==> config.mk <==
export PLATFORM = sky130hd
export DESIGN_NAME = voice_mix_scheduler_flat
export DESIGN_NICKNAME = d
export VERILOG_FILES = /design/src/rtl/voice_mix_scheduler_if.sv /design/src/rtl/voice_mix_scheduler.sv /design/src/flat_wrapper.sv
export SDC_FILE = /design/constraint.sdc
export NUM_CORES = 1
export LEC_CHECK = 0
export ABC_AREA = 1
export CAP_MARGIN = 15
export CORE_ASPECT_RATIO = 0.8
export CORE_MARGIN = 2
export CORE_UTILIZATION = 52
export DETAILED_ROUTE_END_ITERATION = 12
export GPL_TIMING_DRIVEN = 0
export PLACE_DENSITY = 0.84
export SLEW_MARGIN = 10
export SYNTH_ARGS = -nofsm -noshare
export SYNTH_HDL_FRONTEND = slang
export SYNTH_SLANG_ARGS = --single-unit
export TNS_END_PERCENT = 30
==> constraint.sdc <==
create_clock -name clk_in -period 8.6 [get_ports clk_in]
set_clock_uncertainty 0.1 [all_clocks]
set_input_delay 1.72 -clock clk_in [delete_from_list [all_inputs] [get_ports clk_in]]
set_output_delay 1.72 -clock clk_in [all_outputs]
set_load 0.05 [all_outputs]
==> src/rtl/voice_mix_scheduler_if.sv <==
// Voice fetch handshake between the mix scheduler (master) and the voice sample store (slave).
interface voice_mix_scheduler_if #(
  parameter int unsigned NUM_VOICES   = 8,
  parameter int unsigned SAMPLE_WIDTH = 16
);
  localparam int unsigned IDX_W = (NUM_VOICES > 1) ? $clog2(NUM_VOICES) : 1;

  logic                           voice_req;
  logic [IDX_W-1:0]               voice_idx;
  logic                           voice_valid;
  logic signed [SAMPLE_WIDTH-1:0] voice_sample;

  modport master (
    output voice_req,
    output voice_idx,
    input  voice_valid,
    input  voice_sample
  );

  modport slave (
    input  voice_req,
    input  voice_idx,
    output voice_valid,
    output voice_sample
  );
endinterface

==> src/rtl/voice_mix_scheduler.sv <==
// Time-multiplexed gain/MAC mixer over NUM_VOICES voices with a saturating output clipper.
// Optional VOICE_MIX_CLIP_COUNT_EN adds a saturating count of clipped frames (clip_count).

// Saturates a signed WIDTH_FULL value into WIDTH_CLIP bits.
module sat_clip #(
  parameter int unsigned WIDTH_FULL = 24,
  parameter int unsigned WIDTH_CLIP = 16
) (
  input  logic signed [WIDTH_FULL-1:0] din,
  output logic signed [WIDTH_CLIP-1:0] dout_c,
  output logic                         clipped_c
);
  localparam int unsigned HI_W = WIDTH_FULL - WIDTH_CLIP + 1;

  logic [HI_W-1:0] hi;

  always_comb begin
    hi        = din[WIDTH_FULL-1:WIDTH_CLIP-1];
    clipped_c = !((hi == '0) || (hi == '1));
    if (!clipped_c) begin
      dout_c = din[WIDTH_CLIP-1:0];
    end else if (din[WIDTH_FULL-1]) begin
      dout_c = {1'b1, {(WIDTH_CLIP-1){1'b0}}};
    end else begin
      dout_c = {1'b0, {(WIDTH_CLIP-1){1'b1}}};
    end
  end
endmodule

module voice_mix_scheduler #(
  parameter int unsigned NUM_VOICES   = 8,
  parameter int unsigned SAMPLE_WIDTH = 16,
  parameter int unsigned GAIN_WIDTH   = 8
) (
  input  logic                               clk_in,
  input  logic                               rst_in,
  input  logic                               sample_tick,
  input  logic [NUM_VOICES*GAIN_WIDTH-1:0]   gain_in,
  voice_mix_scheduler_if.master              voice,
  output logic signed [SAMPLE_WIDTH-1:0]     mix_out,
  output logic                               mix_valid,
  output logic                               busy,
  output logic                               overrun
`ifdef VOICE_MIX_CLIP_COUNT_EN
  ,
  output logic [15:0]                        clip_count
`endif
);
  localparam int unsigned IDX_W  = (NUM_VOICES > 1) ? $clog2(NUM_VOICES) : 1;
  localparam int unsigned PROD_W = SAMPLE_WIDTH + GAIN_WIDTH + 1;
  localparam int unsigned ACC_W  = SAMPLE_WIDTH + GAIN_WIDTH - 7 + $clog2(NUM_VOICES) + 1;

  typedef enum logic [1:0] {IDLE, REQ, WAIT, CLIP} state_t;

  state_t                    state, state_next;
  logic signed [ACC_W-1:0]   acc, acc_next, acc_sum;
  logic [IDX_W-1:0]          idx_next;
  logic                      req_next, mixv_next, busy_next, overrun_next;
  logic signed [SAMPLE_WIDTH-1:0] mix_next, clip_val;
  logic                      clip_oor;
  logic [GAIN_WIDTH-1:0]     gain_sel;
  logic signed [GAIN_WIDTH:0] gain_s;
  logic signed [PROD_W-1:0]  prod, term;
  logic                      last_voice;
`ifdef VOICE_MIX_CLIP_COUNT_EN
  logic [15:0]               clip_count_next;
`endif

  // Gain for the voice currently being fetched, sampled in the cycle the product is formed.
  always_comb begin
    gain_sel = '0;
    for (int unsigned v = 0; v < NUM_VOICES; v++) begin
      if (voice.voice_idx == IDX_W'(v)) begin
        gain_sel = gain_in[v*GAIN_WIDTH +: GAIN_WIDTH];
      end
    end
  end

  // Full-precision signed x unsigned product, Q1.7 rescale, then accumulate.
  always_comb begin
    gain_s  = {1'b0, gain_sel};
    prod    = PROD_W'(voice.voice_sample) * PROD_W'(gain_s);
    term    = prod >>> 7;
    acc_sum = acc + ACC_W'(term);
  end

  sat_clip #(
    .WIDTH_FULL (ACC_W),
    .WIDTH_CLIP (SAMPLE_WIDTH)
  ) u_clip (
    .din       (acc_sum),
    .dout_c    (clip_val),
    .clipped_c (clip_oor)
  );

  assign last_voice = (voice.voice_idx == IDX_W'(NUM_VOICES - 1));

  // Next-state and registered-output values; the final clip is taken on the WAIT->CLIP edge
  // so mix_out and mix_valid appear together in the CLIP cycle.
  always_comb begin
    state_next   = state;
    acc_next     = acc;
    idx_next     = voice.voice_idx;
    req_next     = 1'b0;
    mixv_next    = 1'b0;
    mix_next     = mix_out;
    overrun_next = overrun | (sample_tick & (state != IDLE));
`ifdef VOICE_MIX_CLIP_COUNT_EN
    clip_count_next = clip_count;
`endif
    case (state)
      IDLE: begin
        if (sample_tick) begin
          state_next = REQ;
          acc_next   = '0;
          idx_next   = '0;
          req_next   = 1'b1;
        end
      end
      REQ: begin
        state_next = WAIT;
      end
      WAIT: begin
        if (voice.voice_valid) begin
          acc_next = acc_sum;
          if (last_voice) begin
            state_next = CLIP;
            mixv_next  = 1'b1;
            mix_next   = clip_val;
`ifdef VOICE_MIX_CLIP_COUNT_EN
            if (clip_oor && (clip_count != 16'hFFFF)) begin
              clip_count_next = clip_count + 16'd1;
            end
`endif
          end else begin
            state_next = REQ;
            idx_next   = voice.voice_idx + IDX_W'(1);
            req_next   = 1'b1;
          end
        end
      end
      CLIP: begin
        state_next = IDLE;
      end
      default: begin
        state_next = IDLE;
      end
    endcase
    busy_next = (state_next != IDLE);
  end

  always_ff @(posedge clk_in) begin
    if (rst_in) begin
      state           <= IDLE;
      acc             <= '0;
      voice.voice_idx <= '0;
      voice.voice_req <= 1'b0;
      mix_out         <= '0;
      mix_valid       <= 1'b0;
      busy            <= 1'b0;
      overrun         <= 1'b0;
`ifdef VOICE_MIX_CLIP_COUNT_EN
      clip_count      <= 16'd0;
`endif
    end else begin
      state           <= state_next;
      acc             <= acc_next;
      voice.voice_idx <= idx_next;
      voice.voice_req <= req_next;
      mix_out         <= mix_next;
      mix_valid       <= mixv_next;
      busy            <= busy_next;
      overrun         <= overrun_next;
`ifdef VOICE_MIX_CLIP_COUNT_EN
      clip_count      <= clip_count_next;
`endif
    end
  end
endmodule

==> src/flat_wrapper.sv <==
// flat-port wrapper written by rule: the top's interface ports become plain ports
module voice_mix_scheduler_flat 
#(
  parameter int unsigned NUM_VOICES   = 8,
  parameter int unsigned SAMPLE_WIDTH = 16,
  parameter int unsigned GAIN_WIDTH   = 8
)
  (clk_in, rst_in, sample_tick, gain_in, mix_out, mix_valid, busy, overrun, voice_voice_req, voice_voice_idx, voice_voice_valid, voice_voice_sample);
  voice_mix_scheduler_if #(.NUM_VOICES(NUM_VOICES), .SAMPLE_WIDTH(SAMPLE_WIDTH)) voice_i ();
  input  logic clk_in;
  input  logic rst_in;
  input  logic sample_tick;
  input  logic [NUM_VOICES*GAIN_WIDTH-1:0] gain_in;
  output logic signed [SAMPLE_WIDTH-1:0] mix_out;
  output logic mix_valid;
  output logic busy;
  output logic overrun;
  output wire logic [$bits(voice_i.voice_req)-1:0] voice_voice_req;
  output wire logic [$bits(voice_i.voice_idx)-1:0] voice_voice_idx;
  input wire logic [$bits(voice_i.voice_valid)-1:0] voice_voice_valid;
  input wire logic [$bits(voice_i.voice_sample)-1:0] voice_voice_sample;
  assign voice_voice_req = voice_i.voice_req;
  assign voice_voice_idx = voice_i.voice_idx;
  assign voice_i.voice_valid = voice_voice_valid;
  assign voice_i.voice_sample = voice_voice_sample;
  voice_mix_scheduler #(.NUM_VOICES(NUM_VOICES), .SAMPLE_WIDTH(SAMPLE_WIDTH), .GAIN_WIDTH(GAIN_WIDTH)) u_core (.clk_in(clk_in), .rst_in(rst_in), .sample_tick(sample_tick), .gain_in(gain_in), .voice(voice_i), .mix_out(mix_out), .mix_valid(mix_valid), .busy(busy), .overrun(overrun));
endmodule
Word level (Yosys, flattened, before mapping)
Index checks and enable logic that the tools add are counted.
Widths: inputs -> output; s select.
{"block": "totals", "regBits": 46, "latch_bits": 0, "ramBits": 0, "romBits": 0, "inputBits": 84, "out_inout_bits": 23, "n_memories": 0}
{"block": "classes", "add_sub_neg": 2, "multipliers": 1, "div_mod_pow": 0, "n_lt_le_gt_ge": 0, "n_eq_ne": 14, "shifts": 0, "mux": 26, "n_bitwise": 4, "reduce_logical": 11}
{"cell": "$mux 8", "n": 8}
{"cell": "$mux 21", "n": 2}
{"cell": "$pmux 21 s2", "n": 1}
{"cell": "$mux 16", "n": 2}
{"cell": "$mul 16x9->25", "n": 1}
{"cell": "$add 21x18->21", "n": 1}
{"cell": "$eq 3x3->1 const B", "n": 4}
{"cell": "$mux 3", "n": 3}
{"cell": "$pmux 2 s4", "n": 1}
{"cell": "$eq 3x2->1 const B", "n": 2}
{"cell": "$eq 6x6->1 const B", "n": 1}
{"cell": "$logic_not 6->1", "n": 1}
{"cell": "$mux 2", "n": 3}
{"cell": "$ne 2x2->1 const B", "n": 3}
{"cell": "$pmux 3 s2", "n": 1}
{"cell": "$reduce_and 3->1", "n": 2}
{"cell": "$reduce_bool 2->1", "n": 3}
{"cell": "$eq 2x2->1 const B", "n": 2}
{"cell": "$mux 1", "n": 4}
{"cell": "$reduce_and 4->1", "n": 1}
{"cell": "$add 3x1->3 const B", "n": 1}
{"cell": "$eq 3x1->1 const B", "n": 1}
{"cell": "$logic_not 3->1", "n": 1}
{"cell": "$reduce_or 3->1", "n": 1}
{"cell": "other kinds (7)", "n": 8}

Longest topological paths before layout
{"block": "depth", "ltp_word": 14, "ltp_mapped": 52, "ltp_nobuf": 49}

By module
A second synthesis with hierarchy kept.
{"block": "unflattened", "hier_cells": 1118, "hier_area_um2": 7900.1}
{"module": "voice_mix_scheduler", "instances": 1, "cells_each": 1071, "area_each_um2": 7684.9, "seq_area_each_um2": 920.9}
{"module": "sat_clip", "instances": 1, "cells_each": 47, "area_each_um2": 215.2, "seq_area_each_um2": 0.0}

Least setup slack after synthesis
OpenSTA, ideal clock, no wires.
{"block": "synth_timing", "path_type": "input -> register", "from": "input gain_in[12]", "to": "register u_core.mix_out[13]", "setup_time_ns": 0.122, "arrival_ns": 8.336, "path_slack_ns": 0.042, "path_stages": 42, "cell_sequence": "nand3_1 > nand3_1 > o211ai_1 > nand3_1 > o21ai_0 > nand2_1 > o211ai_1 > nand3_1 > o21ai_1 > inv_1 > nand2_1 > fa_1 > fa_1 > inv_1 > fa_1 > inv_1 > fa_1 > inv_1 > (+6 left out) > nand2_1 > a21oi_1 > xnor2_1 > ha_1 > a21oi_1 > inv_1 > a21oi_1 > inv_1 > a21oi_1 > o21bai_1 > a21oi_1 > xor2_1 > nand4_1 > nand3_4 > nand2_2 > inv_2 > buf_6 > a21oi_2"}
{"block": "synth_between", "elab_chain_len": 12}
{"item": "from (decl)", "line": "flat_wrapper.sv:13", "rtl": "input logic [NUM_VOICES*GAIN_WIDTH-1:0] gain_in;"}
{"item": "$mux 8 * (7 in series)", "line": "voice_mix_scheduler.sv:73", "rtl": "if (voice.voice_idx == IDX_W'(v)) begin"}
{"item": "$mul 16x9->25 *", "line": "voice_mix_scheduler.sv:82", "rtl": "prod = PROD_W'(voice.voice_sample) * PROD_W'(gain_s);"}
{"item": "$add 21x18->21 *", "line": "voice_mix_scheduler.sv:84", "rtl": "acc_sum = acc + ACC_W'(term);"}
{"item": "$eq 6x6->1 / $logic_not 6->1 (equally long branches)", "line": "voice_mix_scheduler.sv:19", "rtl": "clipped_c = !((hi == '0) || (hi == '1));"}
{"item": "$logic_or 1x1->1", "line": "voice_mix_scheduler.sv:19"}
{"item": "$mux 16 *", "line": "voice_mix_scheduler.sv:20", "rtl": "if (!clipped_c) begin"}
{"item": "to (signal assigned)", "line": "voice_mix_scheduler.sv:170", "rtl": "mix_out <= mix_next;"}
{"item": "to (decl)", "line": "voice_mix_scheduler.sv:40", "rtl": "output logic signed [SAMPLE_WIDTH-1:0] mix_out,"}
Mark *: on every way between the ends. The rest lies on a longest branch, timed or not.
A chain may end at the register's enable or synchronous reset.

Final worst setup path
{"block": "layout_timing", "from": "input gain_in[25]", "to": "register u_core.mix_out[5]"}
{"block": "layout_between", "elab_chain_len": 10}
{"item": "$mux 8 * (5 in series)", "line": "voice_mix_scheduler.sv:73"}
{"item": "$mul 16x9->25 *", "line": "voice_mix_scheduler.sv:82"}
{"item": "$add 21x18->21 *", "line": "voice_mix_scheduler.sv:84"}
{"item": "$eq 6x6->1 / $logic_not 6->1 (equally long branches)", "line": "voice_mix_scheduler.sv:19"}
{"item": "$logic_or 1x1->1", "line": "voice_mix_scheduler.sv:19"}
{"item": "$mux 16 *", "line": "voice_mix_scheduler.sv:20"}
Marks and branches as above.

==> results_dict.tcl <==
set metrics [dict create \
    status "finished with violations" \
    violations "setup timing" \
    crit_fanout 5 \
    numPortBuffers 106 \
    initial_core_util_pct 53.0 \
    hold_path_class "register to register" \
    vias 8579 \
    yosys.cell_types.count 41 \
    ios 107 \
    async_reset_ff_share_pct 0 \
    start_kind "input port" \
    layout_commonest_cell "inv_1" \
    grt_max_degree 15 \
    final_cell_mix "196 x inv_1, 181 x nand2_1, 95 x fa_1" \
    post-route-period-util_pct 103 \
    synthCells 1097 \
    core-area_sq_mm 0.0150 \
    slowest_delay_ns 0.56 \
    die_w_microns 142 \
    setup_viol 16 \
    drive_gt1_share_pct 23.9 \
    area_delta_synth_final_pct 39.1 \
    num_antenna_cells 0 \
    synth_edf_count 0 \
    slew_viol_final 0 \
    yosys_register_bits 46 \
    drt_iter0_drc 774 \
    cp.required_ns 8.67 \
    rsz0062_at_grt "true" \
    clk_path_buf_depth 2 \
    fin_ws_ns -0.251 \
    via_per_inst 5.85 \
    drc_errors 0 \
    synth_seq_area_share_pct 11.6 \
    dp.cells 1392 \
    clk_latency_ns 0.29 \
    synthesis.area_sq_mm 0.00794 \
    clk_pin_slew_ns 0.07 \
    cp.arrival_ns 8.92 \
    antenna_found_initial 0 \
    max_freq_ghz 0.113 \
    postCtsHoldBufs 0 \
    first_pass_iters 6 \
    ys_warn_count 0 \
    grt_pass1_wl_microns 41000 \
    crit_path_end_kind "register" \
    numCtsBuffers 5 \
    gr-usage-all-layers_pct 31.3 \
    route.antenna.remaining_nets 0 \
    overflow 0 \
    final_cells 1467 \
    layout_min_cycle_time_ns 8.85 \
    max_slew_margin_pct 44.6 \
    dp_hpwl_microns 16700 \
    final_nets 1537 \
    maxCapViolCount 0 \
    wire_per_inst_microns 18.6 \
    hold_violations 0 \
    drt-total-wl_microns 27200 \
    cts_tree "yes" \
    cp_common_cell "nand2_1" \
    crit_type "input port to register" \
    synth-main-ff-cell "dfxtp_1" \
    die_y_microns 115 \
    fin_util_pct 73.8 \
    crit_slowest_cell "fa_1" \
    synth_nets 1357 \
    globalplace.congestion 0.926 \
    max_slew.worst_pin.slew_ns 0.831 \
    postSynthAreaPerCell_sq_um 7.23 \
    die_area_sq_mm 0.0163 \
    cts_root_buffer "clkbuf_16" \
    grt_pass1_vias 8770 \
    rows 40 \
    cts_max_level 2 \
    cts.sinks 46 \
]
## worst max-delay path: cells and delay by family
kind	cells	cell delay (ns)
adder cells (fa/ha/maj)	6	2.69
AND/OR/NAND/NOR	21	1.92
buffers and inverters	12	1.41
AO/OA/AOI/OAI	4	0.82
XOR/XNOR	2	0.35
## what timing repair did
action | CTS | global route
endpoints found under the setup margin | 30 | 24
pin swaps | 103 | 121
gates resized for setup | 195 | 130
cloned | 5 | 0
buffers inserted | 45 | 19
## flip-flops by register name (all words and copies together), names as in the netlist
name	count
u_core.acc	21
u_core.state	2
u_core.voice.voice_idx	3
u_core.mix_valid	1
u_core.busy	1
u_core.mix_out	16
u_core.overrun	1
u_core.voice.voice_req	1
## per-layer routing
layer	track usage, %	up-vias	wire length [microns]	part of all wire [%]
met1	35.7	4039	9940	37
met4	15.2	0	1450	5.3
met3	8.36	177	2840	10
li1	-	3765	-	-
met2	54.7	598	13000	48
met5	0	-	0	0
## synth_stat cells (all sizes together) (2+ instances only)
| cell type | instances | area share (%) |
|---|---|---|
| xor2 | 26 | 2.9 |
| o211ai | 14 | 1.3 |
| nor2 | 105 | 5.2 |
| a21o | 2 | 0.19 |
| clkbuf | 16 | 0.76 |
| inv | 225 | 11 |
| ha | 74 | 12 |
| dfxtp | 46 | 12 |
| or2 | 6 | 0.47 |
| o21bai | 5 | 0.47 |
| a31oi | 4 | 0.32 |
| o21ai | 52 | 3.3 |
| a21oi | 84 | 5.8 |
| clkinv | 3 | 0.14 |
| a211oi | 3 | 0.28 |
| nand4 | 5 | 0.39 |
| nor3 | 5 | 0.32 |
| nand2 | 238 | 12 |
| fa | 102 | 26 |
| nand3 | 54 | 3.7 |
| xnor2 | 15 | 1.7 |
| buf | 7 | 0.87 |
## logic make-up after synthesis
kind of cell	Yosys count	synth area share, %
xor gates and xnor gates	41	4.52
adders and majority gates	176	37.4
DFF	46	11.6
AOI/OAI and AO/OA	168	12.1
buffers and inverters	251	12.4
and+or+nand+nor	415	21.9
## metrics by stage
step           TNS, ns  hold WS, ns  setup WS (ns)  instance area (sq um)
6_report         -3.14        0.377         -0.251                  11000
5_1_grt          -8.00        0.394         -0.524                  11000
4_1_cts              0        0.378        0.00163                  10500
3_5_place_dp    -40.72        0.359          -1.84                   9230
3_3_place_gp    -35.74        0.341          -1.66                   9230
2_1_floorplan        0        0.345         0.0421                   7940
## final cells by class
type	instances	area [sq um]
Inverter	228	886
Multi-Input combinational cell	800	6950
Tap cell	189	236
Clock inverter	2	60.1
Buffer	23	193
Sequential cell	46	921
Fill cell	929	3920
Clock buffer	6	139
Timing Repair Buffer	173	1650
## final timing paths
kind                              from                end  slack [ns]  depth (start not counted)
min                     u_core.overrun     u_core.overrun        0.38                          2
max                        gain_in[25]  u_core.mix_out[5]       -0.25                         45
max reg2reg  u_core.voice.voice_idx[0]  u_core.mix_out[5]           0                         43
min reg2reg             u_core.overrun     u_core.overrun        0.38                          2
Power is not shown: default switching activity piles up to over one toggle a cycle in this logic, so the estimate is an artifact.
